## src/rtl/gaus_window_sequencer_if.sv

```systemverilog
// Handshake and strobe bundle between the Gaussian window sequencer and its datapath.
// The sequencer connects through master and the datapath/bench through slave.
interface gaus_window_sequencer_if #(
  parameter int unsigned PIXW = 24
) ();
  logic            start;
  logic            srcValid;
  logic            dstReady;
  logic            shiftEn;
  logic            holdEn;
  logic [PIXW-1:0] pixelAddr;
  logic            rowStart;
  logic            busy;
  logic            frameDone;

  modport master (
    input  start, srcValid, dstReady,
    output shiftEn, holdEn, pixelAddr, rowStart, busy, frameDone
  );

  modport slave (
    output start, srcValid, dstReady,
    input  shiftEn, holdEn, pixelAddr, rowStart, busy, frameDone
  );
endinterface

```

## src/rtl/gaus_window_sequencer.sv

```systemverilog
// Frame controller for the 5x5 Gaussian window path: primes the shift buffers per row,
// then paces window holds on a BEATS cadence under src/dst flow control.
module gaus_window_sequencer #(
  parameter int unsigned IMGW   = 384,
  parameter int unsigned IMGH   = 256,
  parameter int unsigned BORDER = 2,
  parameter int unsigned BEATS  = 4,
  parameter int unsigned PAUSE  = 1,
  parameter int unsigned PIXW   = 24
) (
  input  logic                          clk,
  input  logic                          reset,
  gaus_window_sequencer_if.master       bus
);

  localparam int unsigned Win     = 2 * BORDER + 1;
  localparam int unsigned LastCol = IMGW - 2 * BORDER - 1;
  localparam int unsigned LastRow = IMGH - 2 * BORDER - 1;
  localparam int unsigned ColW    = $clog2(IMGW);
  localparam int unsigned RowW    = $clog2(IMGH);
  localparam int unsigned BeatW   = $clog2(BEATS + 1);
  localparam int unsigned PrimeW  = $clog2(Win + 1);
  localparam int unsigned PauseW  = $clog2(PAUSE + 1);

  // The full image address range must fit in PIXW bits.
  if (longint'(IMGW) * longint'(IMGH) > (longint'(1) << PIXW)) begin : gen_addr_check
    $error("gaus_window_sequencer: IMGW*IMGH overflows PIXW");
  end

  typedef enum logic [2:0] {StIdle, StPrime, StRun, StRowEnd, StDone} state_e;

  state_e            stateQ, stateD;
  logic [RowW-1:0]   rowQ, rowD;
  logic [ColW-1:0]   colQ, colD;
  logic [BeatW-1:0]  beatQ, beatD;
  logic [PrimeW-1:0] primeQ, primeD;
  logic [PauseW-1:0] pauseQ, pauseD;
  logic [PIXW-1:0]   addrQ, addrD;
  logic              shiftQ, shiftD;
  logic              holdQ, holdD;
  logic              rowStartQ, rowStartD;
  logic              busyQ, busyD;
  logic              doneQ, doneD;
  logic              lastCol, lastRow;

  assign lastCol = (colQ == ColW'(LastCol));
  assign lastRow = (rowQ == RowW'(LastRow));

  always_comb begin
    stateD    = stateQ;
    rowD      = rowQ;
    colD      = colQ;
    beatD     = beatQ;
    primeD    = primeQ;
    pauseD    = pauseQ;
    addrD     = addrQ;
    shiftD    = 1'b0;
    holdD     = 1'b0;
    rowStartD = 1'b0;
    doneD     = 1'b0;
    unique case (stateQ)
      StIdle: begin
        if (bus.start) begin
          stateD    = StPrime;
          rowD      = '0;
          colD      = '0;
          primeD    = '0;
          rowStartD = 1'b1;
        end
      end
      StPrime: begin
        if (bus.srcValid) begin
          shiftD = 1'b1;
          if (primeQ == PrimeW'(Win - 1)) begin
            primeD = '0;
            beatD  = '0;
            stateD = StRun;
          end else begin
            primeD = primeQ + 1'b1;
          end
        end
      end
      StRun: begin
        if (beatQ != BeatW'(BEATS - 1)) begin
          beatD = beatQ + 1'b1;
        end else if (bus.dstReady && (bus.srcValid || lastCol)) begin
          holdD = 1'b1;
          addrD = (PIXW'(rowQ) + PIXW'(BORDER)) * PIXW'(IMGW) + PIXW'(colQ) + PIXW'(BORDER);
          beatD = '0;
          colD  = colQ + 1'b1;
          // The last window of a row needs no further column.
          if (lastCol) begin
            stateD = StRowEnd;
            pauseD = '0;
          end else begin
            shiftD = 1'b1;
          end
        end
      end
      StRowEnd: begin
        if (32'(pauseQ) + 32'd1 >= PAUSE) begin
          if (lastRow) begin
            stateD = StDone;
          end else begin
            rowD      = rowQ + 1'b1;
            colD      = '0;
            primeD    = '0;
            rowStartD = 1'b1;
            stateD    = StPrime;
          end
        end else begin
          pauseD = pauseQ + 1'b1;
        end
      end
      StDone: begin
        doneD  = 1'b1;
        stateD = StIdle;
      end
      default: stateD = StIdle;
    endcase
    busyD = (stateD != StIdle);
  end

  always_ff @(posedge clk) begin
    if (reset) begin
      stateQ    <= StIdle;
      rowQ      <= '0;
      colQ      <= '0;
      beatQ     <= '0;
      primeQ    <= '0;
      pauseQ    <= '0;
      addrQ     <= '0;
      shiftQ    <= 1'b0;
      holdQ     <= 1'b0;
      rowStartQ <= 1'b0;
      busyQ     <= 1'b0;
      doneQ     <= 1'b0;
    end else begin
      stateQ    <= stateD;
      rowQ      <= rowD;
      colQ      <= colD;
      beatQ     <= beatD;
      primeQ    <= primeD;
      pauseQ    <= pauseD;
      addrQ     <= addrD;
      shiftQ    <= shiftD;
      holdQ     <= holdD;
      rowStartQ <= rowStartD;
      busyQ     <= busyD;
      doneQ     <= doneD;
    end
  end

  assign bus.shiftEn   = shiftQ;
  assign bus.holdEn    = holdQ;
  assign bus.pixelAddr = addrQ;
  assign bus.rowStart  = rowStartQ;
  assign bus.busy      = busyQ;
  assign bus.frameDone = doneQ;

endmodule
```

## src/flat_wrapper.sv

```systemverilog
// flat-port wrapper written by rule: the top's interface ports become plain ports
module gaus_window_sequencer_flat 
#(
  parameter int unsigned IMGW   = 384,
  parameter int unsigned IMGH   = 256,
  parameter int unsigned BORDER = 2,
  parameter int unsigned BEATS  = 4,
  parameter int unsigned PAUSE  = 1,
  parameter int unsigned PIXW   = 24
)
  (clk, reset, bus_start, bus_srcValid, bus_dstReady, bus_shiftEn, bus_holdEn, bus_pixelAddr, bus_rowStart, bus_busy, bus_frameDone);
  gaus_window_sequencer_if #(.PIXW(PIXW)) bus_i ();
  input  logic clk;
  input  logic reset;
  input wire logic [$bits(bus_i.start)-1:0] bus_start;
  input wire logic [$bits(bus_i.srcValid)-1:0] bus_srcValid;
  input wire logic [$bits(bus_i.dstReady)-1:0] bus_dstReady;
  output wire logic [$bits(bus_i.shiftEn)-1:0] bus_shiftEn;
  output wire logic [$bits(bus_i.holdEn)-1:0] bus_holdEn;
  output wire logic [$bits(bus_i.pixelAddr)-1:0] bus_pixelAddr;
  output wire logic [$bits(bus_i.rowStart)-1:0] bus_rowStart;
  output wire logic [$bits(bus_i.busy)-1:0] bus_busy;
  output wire logic [$bits(bus_i.frameDone)-1:0] bus_frameDone;
  assign bus_i.start = bus_start;
  assign bus_i.srcValid = bus_srcValid;
  assign bus_i.dstReady = bus_dstReady;
  assign bus_shiftEn = bus_i.shiftEn;
  assign bus_holdEn = bus_i.holdEn;
  assign bus_pixelAddr = bus_i.pixelAddr;
  assign bus_rowStart = bus_i.rowStart;
  assign bus_busy = bus_i.busy;
  assign bus_frameDone = bus_i.frameDone;
  gaus_window_sequencer #(.IMGW(IMGW), .IMGH(IMGH), .BORDER(BORDER), .BEATS(BEATS), .PAUSE(PAUSE), .PIXW(PIXW)) u_core (.clk(clk), .reset(reset), .bus(bus_i));
endmodule
```

## config.mk

```make
export PLATFORM = sky130hd
export DESIGN_NAME = gaus_window_sequencer_flat
export DESIGN_NICKNAME = d
export VERILOG_FILES = /design/src/rtl/gaus_window_sequencer_if.sv /design/src/rtl/gaus_window_sequencer.sv /design/src/flat_wrapper.sv
export SDC_FILE = /design/constraint.sdc
export NUM_CORES = 1
export LEC_CHECK = 0
export ABC_AREA = 0
export CAP_MARGIN = 20
export CORE_MARGIN = 2
export CORE_UTILIZATION = 45
export DETAILED_ROUTE_END_ITERATION = 6
export PLACE_DENSITY = 0.74
export SYNTH_ARGS = -nofsm -noshare
export SYNTH_HDL_FRONTEND = slang
export SYNTH_SLANG_ARGS = --single-unit
```

## constraint.sdc

```tcl
create_clock -name clk -period 7.3 [get_ports clk]
set_input_delay 0.73 -clock clk [delete_from_list [all_inputs] [get_ports clk]]
set_output_delay 0.73 -clock clk [all_outputs]
set_load 0.01 [all_outputs]
```

==> impl_summary.log <==
INFO  metric status = complete, no violations
INFO  metric globalRouteMet1Util = 0.237
INFO  metric synth_cell_types = 64
INFO  metric synth.most_common_cell = nor2_1
INFO  metric post-synth-top-area-fraction = 0.312
INFO  metric r2r_end = u_core.bus.pixelAddr[17]
INFO  metric crit_path_end_kind = flop
INFO  metric worst_pin_slew = 0.972 ns
INFO  metric antenna-diode-count = 0
INFO  metric min_period_over_period = 0.489
INFO  metric timing.critical_path.to = u_core.bus.pixelAddr[17]
INFO  metric yosys.area.top_type = dfxtp_1
INFO  metric min_period = 3.57 ns
INFO  metric floorplan.die.height = 88.4 um
INFO  metric post_detailed_routing_wire_length = 6.29 mm
INFO  metric clockBufferDepth = 2
INFO  metric number_of_flops_mapped_to_enable_cells_by_yosys = 0
INFO  metric first_iter_violations = 101
INFO  metric grt_pass1_vias = 2352
INFO  metric fillCellCount = 680
INFO  metric top_usage_layer = met2
INFO  metric timing.critical_path.from_type = flop
INFO  metric detailroute.via_count = 2546
INFO  metric worstPathRequired = 7.50 ns
INFO  metric core_area = 6830 um2
INFO  metric ratio_of_cells_with_drive_above_1_in_the_final_layout = 0.0720
INFO  metric grt_pass1_wl = 10.8 mm
INFO  metric synth_seq_area_share = 0.312
INFO  metric timing.clock.skew = 0.00635 ns
INFO  metric cap_viol_max_count = 0
INFO  metric drv_slew = 0
INFO  metric setup.worst_path.class = flop to flop
INFO  metric powerDensity = 140 nW/um2
INFO  metric critPathMaxFanout = 11
INFO  metric tritoncts_clock_tree = yes
INFO  metric globalRouteMet2Util = 0.275
INFO  metric max_clock_freq = 280 MHz
INFO  metric antenna_violation_net_count_after_detailed_routing = 0
INFO  metric finalHoldViolations = 0
INFO  metric synth_area = 3200 um2
INFO  metric finalSetupViolations = 0
INFO  metric synth-async-reset-ratio = 0
INFO  metric grt_overflow = 0
INFO  metric synthCells = 374
INFO  metric cts_buf_count = 5
INFO  metric clk_latency = 0.30 ns
INFO  metric max-slew-margin-rel = 0.352
INFO  metric cts_hold_buf = 0
INFO  metric grt_antenna_before_repair = 0
INFO  metric clock_tree.htree_level_count = 2
INFO  metric cts.sinks = 50
INFO  metric total_leakage_power = 1.28 nW
INFO  metric dieArea = 7810 um2
INFO  metric final.setup.tns = 0 ns
INFO  metric reg_to_reg_start = u_core.rowQ[1]
INFO  metric final_cell_area = 3540 um2
INFO  metric cts.repair.resized = 0
INFO  metric final_net_count = 412
INFO  metric synthTopCellsByCount = nor2_1, dfxtp_1, nand2_1
INFO  metric vdd_drop_max = 76.5 uV
INFO  metric place_area = 3440 um2
INFO  metric initial_core_util = 0.469
INFO  metric place_hpwl = 4.58 mm
INFO  metric cp.arrival = 3.77 ns
INFO  metric detail_route.wl_per_cell = 13.0 um
INFO  metric synth.yosys.warnings = 0
INFO  metric synth_top_flop_cell = dfxtp_1
INFO  metric area_delta_synth_final = 10.6%
INFO  metric fp.dieW = 88.4 um
INFO  metric critPathLaunch = u_core.rowQ[1]
INFO  metric rr_worst_depth = 12
INFO  metric cts_post_setup_buffers_inserted = 0
INFO  metric ys_seq_elements = 50
INFO  metric drt_first_pass_iters = 4
INFO  metric worstHoldPathType = flop to flop
INFO  metric num_io_pins = 34
INFO  metric clk_transition_reported_paths = 0.09 ns
INFO  metric numPortBuffers = 28
INFO  metric synth.area.top_cells = dfxtp_1, ha_1, nor2_1, xnor2_1, xor2_1
INFO  metric cts-root-buf = clkbuf_8
INFO  metric grt_setup_unrepaired = no
INFO  metric rrSetupSlack = 3.73 ns
INFO  metric place_congestion = 0.859
INFO  metric detail_route.drc_violations = 0
INFO  metric grt_util_all_layers = 0.172
INFO  metric placementRows = 30
INFO  metric detailed_route_vias_per_instance = 5.25
INFO  metric groute.layer.met3.usage = 0.0289
INFO  metric hold-worst-slack = 0.452 ns
INFO  metric synthesis.area_per_instance = 8.57 um2
INFO  metric largest_net_degree_at_the_start_of_global_routing = 40
[cells by family after synthesis]
| family | Yosys count | synth area share |
|---|---|---|
| multiplexers | 1 | 0.00312 |
| buffers and inverters | 35 | 0.0699 |
| other | 1 | 0.00117 |
| XOR/XNOR | 39 | 0.125 |
| AND/OR/NAND/NOR | 158 | 0.258 |
| flip-flops | 50 | 0.312 |
| AO/OA/AOI/OAI | 71 | 0.157 |
| adder cells (fa/ha/maj) | 19 | 0.0742 |
[metrics by stage]
stage | cells | total power, W | setup WS [ns] | utilization
floorplan | 378 | 0.000302 | 4.15 | -
global placement | 477 | 0.000308 | 3.88 | 0.503
detailed placement | 477 | 0.000308 | 3.71 | 0.503
CTS | 485 | 0.000502 | 3.71 | 0.519
global route | 485 | 0.000512 | 3.42 | 0.519
finish | 485 | 0.000495 | 3.73 | 0.519
[routing by layer]
| metal | share of wire | vias to the layer above |
|---|---|---|
| li1 | - | 1328 |
| met1 | 0.50 | 1170 |
| met3 | 0.023 | 9 |
| met2 | 0.46 | 39 |
| met4 | 0.020 | 0 |
| met5 | 0 | - |
[report_power, final]
part / total (W) / switching, W / internal [W]
clock network: 0.000193 / 0.0000903 / 0.000103
registers: 0.000277 / 0.00000216 / 0.000274
logic: 0.0000251 / 0.0000157 / 0.00000945
total: 0.000495 / 0.000108 / 0.000386
[state kept, by name, summed over array words and instances (netlist names)]
signal and cells:
u_core.bus.pixelAddr 19, u_core.colQ 9, u_core.rowQ 8, u_core.beatQ 3
u_core.primeQ 3, u_core.stateQ 3, u_core.bus.busy 1, u_core.bus.frameDone 1
u_core.bus.holdEn 1, u_core.bus.rowStart 1, u_core.bus.shiftEn 1
[cells in the final DEF (no fill, tap or decap), drive strengths merged, types with 5 or more instances in the layout]
cell type,netlist,layout
xnor2,21,21
a21oi,21,21
o21ai,8,8
xor2,17,17
nor3,13,13
nor4,6,6
nand3,15,15
clkbuf,7,7
nor3b,8,8
inv,9,9
conb,1,5
clkdlybuf4s50,0,28
ha,19,19
a211oi,13,13
nor2,51,51
a31oi,6,6
nand4,8,8
nand2,31,31
dfxtp,50,50
[layout make-up]
class	count	area, um2	area share
timing repair buffer	29	288	0.0812
sequential	50	1000	0.282
multi-input combinational	293	1990	0.563
clock inverter	1	30.0	0.00847
clock buffer	7	76.3	0.0215
tap	96	120	0.0339
inverter	9	33.8	0.00953
[worst max-delay path, stage by stage (launching register included)]
cell and delay (ns):
dfxtp_1 0.65, inv_1 0.16, ha_1 0.45, inv_1 0.08
ha_1 0.42, and3_1 0.25, a21boi_0 0.14, or2_1 0.26
a2111oi_2 0.34, nor3_2 0.11, xor2_2 0.18, mux2i_1 0.14
a311o_1 0.31
[worst min-delay path by stage]
| stage | startpoint | endpoint | depth (start not counted) |
|---|---|---|---|
| floorplan | u_core.beatQ[2] | u_core.beatQ[2] | 1 |
| finish | u_core.bus.pixelAddr[8] | u_core.bus.pixelAddr[8] | 2 |
| global placement | u_core.bus.pixelAddr[8] | u_core.bus.pixelAddr[8] | 2 |
| detailed placement | u_core.bus.pixelAddr[8] | u_core.bus.pixelAddr[8] | 2 |
| CTS | u_core.bus.pixelAddr[8] | u_core.bus.pixelAddr[8] | 2 |
| global route | u_core.bus.pixelAddr[2] | u_core.bus.pixelAddr[2] | 2 |
Note: power is estimated with default switching activity, not from simulation.
